--- src/rtl/radio_timing_sequencer_pkg.sv ---
// pk_TimingEngine: definitions shared by the radio timing sequencer and its
// input synchronizers.
//   state_t          : sequencer FSM states
//   SYNC_STAGE_FIRST : index of the synchronizer flop that samples the raw input
//   SYNC_STAGE_LAST  : index of the synchronizer flop that drives the output
package pk_TimingEngine;

    typedef enum logic [1:0] {
        IDLE     = 2'd0,
        WAIT_PLL = 2'd1,
        SETTLE   = 2'd2,
        ACTIVE   = 2'd3
    } state_t;

    localparam int unsigned SYNC_STAGE_FIRST = 0;
    localparam int unsigned SYNC_STAGE_LAST  = 1;

endpackage

--- src/rtl/radio_timing_sequencer_sync_2ff.sv ---
// sync_2ff: two-flop synchronizer for a single-bit level signal.
//   clk     : destination clock
//   rst     : synchronous active-high reset, clears both flops
//   async_i : unsynchronised input
//   sync_o  : async_i as sampled two rising edges earlier
module sync_2ff
    import pk_TimingEngine::*;
(
    input  logic clk,
    input  logic rst,
    input  logic async_i,
    output logic sync_o
);

    logic [SYNC_STAGE_LAST:SYNC_STAGE_FIRST] sync_q;

    always_ff @(posedge clk) begin
        if (rst) begin
            sync_q <= '0;
        end else begin
            sync_q <= {sync_q[SYNC_STAGE_FIRST], async_i};
        end
    end

    assign sync_o = sync_q[SYNC_STAGE_LAST];

endmodule

--- src/rtl/radio_timing_sequencer.sv ---
// radio_timing_sequencer: brings the radio up once the PLL is locked and has
// been stable for tArstFs cycles, and drops it on request or on loss of lock.
//   clk                 : clock, rising edge
//   rst                 : synchronous active-high reset
//   radioEnableUnsynced : enable request (asynchronous source)
//   radioRxEnUnsynced   : RX(1)/TX(0) mode request (asynchronous source)
//   pllSettled          : PLL lock, clk domain
//   tArstFs             : settle time in clk cycles (0 = no settle phase)
//   radioEnableSynced   : synchronised enable request
//   radioRxEnSynced     : synchronised mode request
//   radioEnable         : high while the sequencer is ACTIVE
//   radioRxEn           : RX select, forced low outside ACTIVE
//   busy                : high while the sequencer is not IDLE
//   pllLost             : one-cycle pulse when lock drops during ACTIVE
module radio_timing_sequencer
    import pk_TimingEngine::*;
#(
    parameter int unsigned SIZE_SPISLAVE_T_ARSTFS = 1
) (
    input  logic                              clk,
    input  logic                              rst,
    input  logic                              radioEnableUnsynced,
    input  logic                              radioRxEnUnsynced,
    input  logic                              pllSettled,
    input  logic [SIZE_SPISLAVE_T_ARSTFS-1:0] tArstFs,
    output logic                              radioEnableSynced,
    output logic                              radioRxEnSynced,
    output logic                              radioEnable,
    output logic                              radioRxEn,
    output logic                              busy,
    output logic                              pllLost
);

    localparam logic [SIZE_SPISLAVE_T_ARSTFS-1:0] CNT_ONE = SIZE_SPISLAVE_T_ARSTFS'(1);

    state_t                            state_q, state_d;
    logic [SIZE_SPISLAVE_T_ARSTFS-1:0] cnt_q, cnt_d;
    logic                              lost_d;
    logic                              radio_enable_q, radio_rx_en_q, busy_q, pll_lost_q;

    sync_2ff u_sync_enable (
        .clk     (clk),
        .rst     (rst),
        .async_i (radioEnableUnsynced),
        .sync_o  (radioEnableSynced)
    );

    sync_2ff u_sync_rx_en (
        .clk     (clk),
        .rst     (rst),
        .async_i (radioRxEnUnsynced),
        .sync_o  (radioRxEnSynced)
    );

    always_comb begin
        state_d = state_q;
        cnt_d   = cnt_q;
        lost_d  = 1'b0;
        case (state_q)
            IDLE: begin
                if (radioEnableSynced) begin
                    state_d = WAIT_PLL;
                end
            end
            WAIT_PLL: begin
                if (!radioEnableSynced) begin
                    state_d = IDLE;
                end else if (pllSettled) begin
                    if (tArstFs == '0) begin
                        state_d = ACTIVE;
                    end else begin
                        state_d = SETTLE;
                        cnt_d   = tArstFs;
                    end
                end
            end
            SETTLE: begin
                // The counter is never zero here (a zero settle time bypasses
                // SETTLE), but <= keeps it from wrapping regardless.
                if (!radioEnableSynced) begin
                    state_d = IDLE;
                end else if (!pllSettled) begin
                    state_d = WAIT_PLL;
                end else if (cnt_q <= CNT_ONE) begin
                    state_d = ACTIVE;
                end else begin
                    cnt_d = cnt_q - CNT_ONE;
                end
            end
            ACTIVE: begin
                if (!radioEnableSynced) begin
                    state_d = IDLE;
                end else if (!pllSettled) begin
                    state_d = WAIT_PLL;
                    lost_d  = 1'b1;
                end
            end
            default: begin
                state_d = IDLE;
            end
        endcase
    end

    // Outputs are registered from the next state, so they line up with the
    // cycles in which the state register holds the corresponding state.
    always_ff @(posedge clk) begin
        if (rst) begin
            state_q        <= IDLE;
            cnt_q          <= '0;
            radio_enable_q <= 1'b0;
            radio_rx_en_q  <= 1'b0;
            busy_q         <= 1'b0;
            pll_lost_q     <= 1'b0;
        end else begin
            state_q        <= state_d;
            cnt_q          <= cnt_d;
            radio_enable_q <= (state_d == ACTIVE);
            radio_rx_en_q  <= (state_d == ACTIVE) && radioRxEnSynced;
            busy_q         <= (state_d != IDLE);
            pll_lost_q     <= lost_d;
        end
    end

    assign radioEnable = radio_enable_q;
    assign radioRxEn   = radio_rx_en_q;
    assign busy        = busy_q;
    assign pllLost     = pll_lost_q;

endmodule

--- config.mk ---
export PLATFORM = sky130hd
export DESIGN_NAME = radio_timing_sequencer
export DESIGN_NICKNAME = d
export VERILOG_FILES = /design/src/rtl/radio_timing_sequencer_pkg.sv /design/src/rtl/radio_timing_sequencer_sync_2ff.sv /design/src/rtl/radio_timing_sequencer.sv
export SDC_FILE = /design/constraint.sdc
export NUM_CORES = 1
export LEC_CHECK = 0
export CORE_AREA = 2 2 39 41
export DETAILED_ROUTE_END_ITERATION = 12
export DIE_AREA = 0 0 41 43
export PLACE_DENSITY = 0.52
export SYNTH_ARGS = -nofsm -noshare
export SYNTH_HDL_FRONTEND = slang
export SYNTH_SLANG_ARGS = --single-unit
--- constraint.sdc ---
create_clock -name clk -period 1.55 [get_ports clk]
set_clock_uncertainty 0.2 [all_clocks]
set_input_delay 0.155 -clock clk [delete_from_list [all_inputs] [get_ports clk]]
set_output_delay 0.155 -clock clk [all_outputs]
set_load 0.01 [all_outputs]
-- Yosys cells after proc, flatten, opt, wreduce, memory -nomap -nowiden
Index checks and enable logic that the tools add are counted.
- add/subtract/negate cells: 1
- equal/unequal tests: 10
- shift operators: 0
- reductions and logical operators: 6
- order comparisons: 1
- div/mod/pow operators: 0
- muxes and demuxes: 18
- $mul: 0
- bitwise gates (word level): 2
- operators with widths (cell ; count):
    $mux 2 ; 8
    $mux 1 ; 8
    $ne 2x2->1 const B ; 4
    $pmux 2 s4 ; 1
    $reduce_and 7->1 ; 1
    $eq 2x2->1 const B ; 3
    $ne 2x1->1 const B ; 2
    $reduce_bool 2->1 ; 2
    $reduce_or 3->1 ; 1
    $eq 2x1->1 const B ; 1
    $logic_not 2->1 ; 1
    $not 1->1 ; 2
    $pmux 1 s2 ; 1
    $le 1x1->1 const B ; 1
    $logic_and 1x1->1 ; 1
    $sub 1x1->1 const B ; 1
- ROM bits: 0
- register bits after elaboration: 11
- word-level logic and storage cells: 46
- memories kept: 0
- output and inout port bits: 6
- bits in writable memories: 0
- latch bits: 0

-- Longest topological paths before layout
- word-level depth: 7
- depth in mapped cells: 2
- mapped depth without buffers: 2

-- Hierarchy
From an unflattened synthesis, not the netlist that was laid out.
- cells, all modules: 27
- area total of the unflattened synthesis: 311.5 um^2
- by module, submodules not included (module ; instances ; seq. area each (um^2) ; area each (um^2) ; cells each):
    radio_timing_sequencer ; 1 ; 120.1 ; 206.4 ; 19
    sync_2ff ; 2 ; 40.0 ; 52.6 ; 4

-- Worst setup path before layout
Ideal clock, no wire load.
- kind: reg2reg
- start: reg u_sync_enable.sync_q[1] (netlist name)
- end: reg radio_rx_en_q, in the netlist radioRxEn
- path slack: 0.587 ns
- clock period less this slack: 0.963 ns
- arrival time: 0.683 ns
- library setup time: 0.079 ns
- stages on the path, launching flop included: 3
- buffers on the path: 0
- data required time: 1.271 ns
- cells stage by stage: dfxtp_1 > nand3b_4 > a211oi_2
- word-level cells in the longest chain between the ends: 4
- elaborated cells on any way between the ends: 7
- those cells by class: eq/ne: 1; mux: 5; reduce/logical: 1
- RTL lines (item ; RTL line ; source):
    start, declared ; radio_timing_sequencer_sync_2ff.sv:15 ; logic [SYNC_STAGE_LAST:SYNC_STAGE_FIRST] sync_q;
    start signal, assigned ; radio_timing_sequencer_sync_2ff.sv:21 ; sync_q <= {sync_q[SYNC_STAGE_FIRST], async_i};
    $mux 2, on equally long branches ; n/a ;
    $pmux 2 s4 * ; radio_timing_sequencer.sv:59 ; case (state_q)
    $eq 2x2->1 * ; radio_timing_sequencer.sv:118 ; radio_rx_en_q <= (state_d == ACTIVE) && radioRxEnSynced;
    $logic_and 1x1->1 * ; radio_timing_sequencer.sv:118 ;
    end signal, assigned ; radio_timing_sequencer.sv:118 ;
    end, declared ; radio_timing_sequencer.sv:39 ; logic radio_enable_q, radio_rx_en_q, busy_q, pll_lost_q;
Mark *: on every way between the ends. The rest lies on a longest branch, timed or not.
A chain may end at the register's enable or synchronous reset.

-- Worst setup path after layout
- start: reg u_sync_rx_en.sync_q[1] (netlist name)
- end: out radioRxEnSynced
- RTL lines (item ; RTL line ; source):
    start, declared ; radio_timing_sequencer_sync_2ff.sv:15 ;
    start signal, assigned ; radio_timing_sequencer_sync_2ff.sv:21 ;
    end, declared ; radio_timing_sequencer.sv:27 ; output logic radioRxEnSynced,
No word-level cell between the ends.

==> impl_metrics.env <==
export IMPL_ys_types=11
export IMPL_path_delay_family="buffers and inverters"
export IMPL_hold_slack_ns=0.2376
export IMPL_synthCells=27
export IMPL_final_cell_mix="dfxtp_1, clkdlybuf4s50_1, nor2b_1, inv_1, clkbuf_4"
export IMPL_wl_per_cell_um=8.544
export IMPL_worstSetupEndpointType="output pin"
export IMPL_grt_pass1_vias=215
export IMPL_rsz0062_at_grt="false"
export IMPL_post_dp_cell_area_um2=441.7
export IMPL_path_max_fanout=2
export IMPL_antenna_left=0
export IMPL_clk_pin_slew_worst_paths_ns=0.06
export IMPL_diodes=0
export IMPL_design_area_um2=462.9
export IMPL_p_leak_nw=0.1858
export IMPL_path_class="register to output pin"
export IMPL_area_growth_syn_to_layout_pct=48.59
export IMPL_cp_start_kind="register"
export IMPL_finalWirelength_um=487
export IMPL_crit_start="u_sync_rx_en.sync_q[1]"
export IMPL_critPathBufInv=1
export IMPL_htreeDepth=1
export IMPL_clockBufferDepth=2
export IMPL_cts_buffers_inserted=3
export IMPL_yosys_warnings=0
export IMPL_max_cap_violations=0
export IMPL_clock_latency_ns=0.25
export IMPL_worst_ir_drop_vdd_uv=523.1
export IMPL_worst_path_max_delay_cell="clkdlybuf4s50_1"
export IMPL_grt_first_pass_wirelength_um=745
export IMPL_remaining_drc_errors=0
export IMPL_tightestPinTransition_ns=0.1960
export IMPL_arrival_ns=1.11
export IMPL_min_period_ns=1.461
export IMPL_synthTopCellsByArea="dfxtp_1, nor2b_1, nand3b_4, a211oi_2, nand2b_1"
export IMPL_nNetsFinal=49
export IMPL_min_path_type="register to register"
export IMPL_cts_root_buf="clkbuf_4"
export IMPL_syn_num_nets=33
export IMPL_synth_area_um2=311.5
export IMPL_viasPerCell=4.000
export IMPL_finalMaxSlewViolations=0
export IMPL_slowest_delay_ns=0.53
export IMPL_antenna_found_initial=0
export IMPL_finalCritPeriodShare_pct=94.24
export IMPL_dr_total_vias=228
export IMPL_die_w_um=41
export IMPL_synth_top_area_cell="dfxtp_1"
export IMPL_avgSynthCellArea_um2=11.54
export IMPL_gp_congestion=0.6531
export IMPL_cts_tree="built"
export IMPL_io_buffers=11
export IMPL_postCtsHoldBufs=0
export IMPL_pre_cts_slack_ns=0.2008
export IMPL_num_io_pins=12
export IMPL_synth_seq_area_share_pct=64.26
export IMPL_max_freq_mhz=684.6
export IMPL_die_h_um=43
export IMPL_synth_top_area_share_pct=64.26
export IMPL_row_count=14
export IMPL_first_iter_violations=4
export IMPL_nFillCells=142
export IMPL_hold_start="u_sync_rx_en.sync_q[0]"
export IMPL_required_ns=1.19
export IMPL_path_cells="clkdlybuf4s50_1"
export IMPL_first_pass_iters=4
export IMPL_grtUsageTotal_pct=6.768
export IMPL_p_per_area_nw_per_um2=992.1
export IMPL_finalWorstSetupSlack_ns=0.08931
export IMPL_drive_gt1_share_pct=12.20
export IMPL_overflow=0
export IMPL_fin_setup_tns_ns=0
export IMPL_fin_util_pct=33.45
export IMPL_synth_seq_cells=10
export IMPL_final_hold_viol_count=0
export IMPL_start_util_pct=22.51
export IMPL_r2r_start="u_sync_enable.sync_q[1]"
export IMPL_grt_max_degree=7
export IMPL_slew_headroom_pct=86.89
export IMPL_dieArea_um2=1763
export IMPL_run_status="completed"
export IMPL_coreArea_um2=1384
export IMPL_setup_viol=0
export IMPL_clock_sinks=10
where the power goes:
group,switching [W],internal [W]
registers,0.00000303,0.000263
logic,0.0000101,0.0000205
clock network,0.0000735,0.0000888
through the flow:
step                      instances  total power, W
after floorplan                  27       0.0002814
final                            57       0.0004593
after detailed placement         54       0.0003040
after global placement           54       0.0003035
after global routing             57       0.0004833
after CTS                        57       0.0004707
cell type report:
type	count	area (µm²)	share of cell area [%]
clock buffers	3	22.52	4.865
inverters	3	11.26	2.432
multi-input cells	14	100.1	21.62
well taps	16	20.02	4.324
repair buffers	11	108.9	23.51
flip-flops and latches	10	200.2	43.24
state kept, by name, summed over array words and instances (netlist names):
name and flops:
radioRxEn 1, u_sync_rx_en.sync_q 2, state_q 2, u_sync_enable.sync_q 2, busy 1, radioEnable 1, pllLost 1
path summary, 6_finish.rpt:
path / endpoint / slack [ns] / cells after the start
hold / removal: u_sync_rx_en.sync_q[1] / 0.24 / 1
setup reg to reg: radioRxEn / 0.59 / 2
hold reg to reg: u_sync_rx_en.sync_q[1] / 0.24 / 1
setup / recovery: radioRxEnSynced / 0.09 / 1
Yosys cell counts:
cell / n
a211oi_2: 1
a21oi_1: 1
a41oi_1: 1
dfxtp_1: 10
inv_1: 3
nand2_1: 1
nand2b_1: 2
nand3b_4: 1
nor2_1: 2
nor2b_1: 4
nor3_1: 1
cells by family (layout without fill, tap and decap cells):
| logic type | count (synthesis) | after routing | share of synthesized area (%) |
|---|---|---|---|
| AO/OA/AOI/OAI | 3 | 3 | 8.432 |
| buffers and inverters | 3 | 17 | 3.614 |
| AND/OR/NAND/NOR | 11 | 11 | 23.69 |
| flip-flops | 10 | 10 | 64.26 |
metal layers:
layer	vias up	wire length [µm]	part of all wire [%]	track usage, %
met1	100	186	38	5.902
met4	0	0	0	6.000
met5	-	0	0	0
met2	11	238	49	10.63
li1	117	-	-	-
met3	0	62	13	3.141
repair_timing:
action / CTS / global route
setup endpoints to repair: 1 / 0
setup buffers: 0 / 0
gates resized for setup: 1 / 0
(Power assumes the default switching activity.)
==> edit 1 (same settings) <==
Make the reset (`rst`) asynchronous in 2 clocked blocks. Comments in the files are not updated.
--- a/src/rtl/radio_timing_sequencer_sync_2ff.sv
+++ b/src/rtl/radio_timing_sequencer_sync_2ff.sv
@@ -16,3 +16,3 @@
 
-    always_ff @(posedge clk) begin
+    always_ff @(posedge clk or posedge rst) begin
         if (rst) begin
--- a/src/rtl/radio_timing_sequencer.sv
+++ b/src/rtl/radio_timing_sequencer.sv
@@ -105,3 +105,3 @@
     // cycles in which the state register holds the corresponding state.
-    always_ff @(posedge clk) begin
+    always_ff @(posedge clk or posedge rst) begin
         if (rst) begin
Function: differs if rst is asserted again (counterexample within 4 cycles, from zero or initial values and one cycle with rst high); with rst held inactive, the same outputs for 10 cycles.
==> edit 1 against the original RTL <==
Sequential power is 5% higher; routed wire length is 9.9% higher; sequential cell count stayed put; clock power is 41% higher; via count is 1.8% lower; power is 20% higher; synthesized area is 2.8% higher; final area is 6.8% higher; worst setup slack worse by 0.012 ns; largest cell class unchanged.
==> edit 1: results (changes against the original RTL) <==
DRT-INITIAL-DRC-COUNT=0  # -4
WORST_IR_DROP_VDD_V=0.000612  # +17%
OUTCOME='complete, no violations'
SYNTHDISTINCTLIBCELLS=10  # -1
FINAL_LAYOUT_SIZE_SUFFIX_GT1_FRAC=0.128  # +0.00625
PLACEMENT.SETUP.WORST_SLACK_NS=0.262  # +0.0615 ns
SYNTH_AREA_LEADERS='sky130_fd_sc_hd__dfrtp_1 78%, sky130_fd_sc_hd__inv_1 3.5%, sky130_fd_sc_hd__a21oi_1 3.1%'
GPL.FINAL_WEIGHTED_CONGESTION=0.612  # -6.3%
TIMING.RR.START='state_q[1]'
FILL_CELLS=147  # +3.5%
VIA_PER_INST=4.07  # +1.8%
SYNTH_COMMONEST_CELLS='10 x sky130_fd_sc_hd__dfrtp_1, 3 x sky130_fd_sc_hd__inv_1, 2 x sky130_fd_sc_hd__a21oi_1, 2 x sky130_fd_sc_hd__nand2_1, 2 x sky130_fd_sc_hd__nor2_1'
WORST-PATH-MAX-FANOUT=1  # -1
FIRSTDRTPASSITERS=1  # -3
POSTSYNTH.ASYNCRESETSHARE=1.00  # +1.00
SETUP.REG_TO_REG.WORST_SLACK_NS=0.61  # +0.02 ns
VIAS_IN_THE_FIRST_GLOBAL_ROUTE=218  # +1.4%
HOLD_PATH_CLASS='input port to flip-flop'
SYNTH_NETS=30  # -9.1%
CRIT-REG2REG-CAPTURE='state_q[0]'
NUM-NETS-FINAL=46  # -6.1%
PLACED_AREA_UM2=447  # +1.1%
GRT_FIRST_PASS_WIRELENGTH_UM=876  # +18%
FINAL.HOLD.WORST_SLACK_NS=0.132  # -0.106 ns
STATIC-LEAKAGE-POWER_nW=0.230  # +24%
GRT.TOTAL_USAGE=0.0834  # +0.0157
==> edit 1: final cells by class <==
type                    count  area, µm²  area share
multi-input cells          10       55.1       0.111
repair buffers             12        121       0.246
clock buffers               4       36.3      0.0734
flip-flops and latches     10        250       0.506
well taps                  16       20.0      0.0405
inverters                   3       11.3      0.0228
==> edit 1: how the worst max path moves through the flow <==
stage                                  startpoint                 to  slack, ns  cells past startpoint
final                                     pllLost            pllLost       0.08                      1
after global routing                      pllLost            pllLost       0.02                      1
after CTS                  u_sync_rx_en.sync_q[1]    radioRxEnSynced       0.03                      1
after detailed placement  u_sync_enable.sync_q[1]  radioEnableSynced       0.26                      1
after global placement    u_sync_enable.sync_q[1]  radioEnableSynced       0.27                      1
after floorplan           u_sync_enable.sync_q[1]         state_q[0]       0.63                      2
==> edit 1: cells by family after synthesis <==
| group | count (synthesis) | synth area share |
|---|---|---|
| buffers and inverters | 4 | 0.0469 |
| and+or+nand+nor | 7 | 0.113 |
| DFF | 10 | 0.781 |
| AOI/OAI and AO/OA | 3 | 0.0586 |
==> edit 1: layer usage <==
layer,share of wire,global-route usage
met1,0.34,0.0839
met2,0.53,0.113
met3,0.12,0.0942
met4,0,0.0200
met5,0,0
==> edit 1: where the power goes <==
group	switching, W	internal, W
sequential	0.00000595	0.000272
clock	0.0000868	0.000143
combinational	0.0000189	0.0000251
==> edit 1: repair_timing <==
action	4_1_cts	5_1_grt
resized for setup	1	1
endpoints found under the setup margin	1	1
hold buffers	1	0
endpoints found under the hold margin	10	0
gates cloned	0	0
==> edit 1: stage by stage <==
stage          cells  utilization
5_1_grt           55        0.357
3_3_place_gp      50        0.323
2_1_floorplan     24            -
3_5_place_dp      50        0.323
6_report          55        0.357
4_1_cts           55        0.355
==> edit 2 (config.mk and constraints unchanged) <==
Made on the original files. The 4 states of `state_t` get a one-hot encoding in 4 bits.
--- a/src/rtl/radio_timing_sequencer_pkg.sv
+++ b/src/rtl/radio_timing_sequencer_pkg.sv
@@ -7,7 +7,7 @@
 
-    typedef enum logic [1:0] {
-        IDLE     = 2'd0,
-        WAIT_PLL = 2'd1,
-        SETTLE   = 2'd2,
-        ACTIVE   = 2'd3
+    typedef enum logic [3:0] {
+        IDLE     = 4'b0001,
+        WAIT_PLL = 4'b0010,
+        SETTLE   = 4'b0100,
+        ACTIVE   = 4'b1000
     } state_t;
Formal check against the unedited RTL: no difference found for any inputs over 10 cycles, from zero or initial values and one cycle with rst high; not proved beyond that.
==> edit 2 against the original RTL <==
Power increased by 31%; maximum frequency down 4.1%; sequential cell count increased by 2; worst setup slack worse by 0.063 ns; via count grew 50%; routed wire length rose by 69%; final area is 38% higher; synthesized area increased by 37%; largest power group unchanged.
==> edit 2: results (changes against the original RTL) <==
OUTCOME='complete, no violations'
HOLD_PATH_CLASS='input port to flip-flop'
BUFFERS=15  # +4
SEQ_TOTAL_AREA_YOSYS=0.563  # -0.0795
POST_SYNTH_XOR_AREA_FRACTION=0.0205  # +0.0205
PLACEMENT.SETUP.WORST_SLACK_NS=-0.237  # -0.438 ns
SYNTHDISTINCTLIBCELLS=17  # +6
CRITICAL-PATH-TOP-DELAY-FAMILY='simple AND/OR/NAND/NOR gates'
STATIC-LEAKAGE-POWER_nW=0.238  # +28%
MULTI_INPUT_AREA_SHARE=0.309  # +0.0930
SYNTH_AREA_LEADERS='sky130_fd_sc_hd__dfxtp_1 56%, sky130_fd_sc_hd__nor2b_1 10%, sky130_fd_sc_hd__nor4b_1 4.1%'
ARRIVAL_NS=1.53  # +0.42 ns
CLOCK_BUFFER_COUNT=4  # +1
FINAL_LAYOUT_SIZE_SUFFIX_GT1_FRAC=0.268  # +0.146
FIRSTDRTPASSITERS=2  # -2
BUFAREASHARENONCLOCK=0.223  # -0.0120
P_SW_W=0.000118  # +36%
AREA.SHARE.SEQUENTIAL=0.380  # -0.0528
GRTUSAGEMET1=0.158  # +0.0994
TOP_SIGNAL_LAYER_USED='met4'
GRT_MAX_DEGREE=8  # +1
CLKCELLAREAFRAC=0.0568  # +0.00810
CLOCK_NET_POWER_W=0.000245  # +51%
VIAS_IN_THE_FIRST_GLOBAL_ROUTE=355  # +65%
WORST_IR_DROP_VDD_V=0.000572  # +9.3%
WORST_SKEW_PAIR_LATENCY_NS=0.27  # +0.02 ns
SEQ_CELL_COUNT=12  # +2
COMB_POWER_FRAC=0.064  # -0.003
SYNTH-COMPOUND-AREA-SHARE=0.0880  # +0.00364
-- edit 2: changes by cell type in the layout (fill, tap and decap cells not counted), sizes merged, moves of 2 or more --
cell,change
buf,+4
dfxtp,+2
inv,-3
nand2b,-2
nor2b,+3
nor4b,+2
-- edit 2: stage by stage --
stage	setup TNS, ns	instances	power (W)	area [µm²]
after detailed placement	-0.466	68	0.000363	587
after global placement	-0.401	68	0.000362	587
after global routing	-0.0377	72	0.000631	639
after CTS	0	72	0.000607	629
final	0	72	0.000601	639
after floorplan	0	37	0.000336	427
-- edit 2: path summary, 6_finish.rpt --
check,end,cells after the start,from,slack [ns]
max,state_q[1],3,state_q[0],0.03
min,u_sync_enable.sync_q[0],2,radioEnableUnsynced,0.23
max reg2reg,state_q[1],3,state_q[0],0.03
min reg2reg,radioRxEn,2,u_sync_rx_en.sync_q[1],0.23
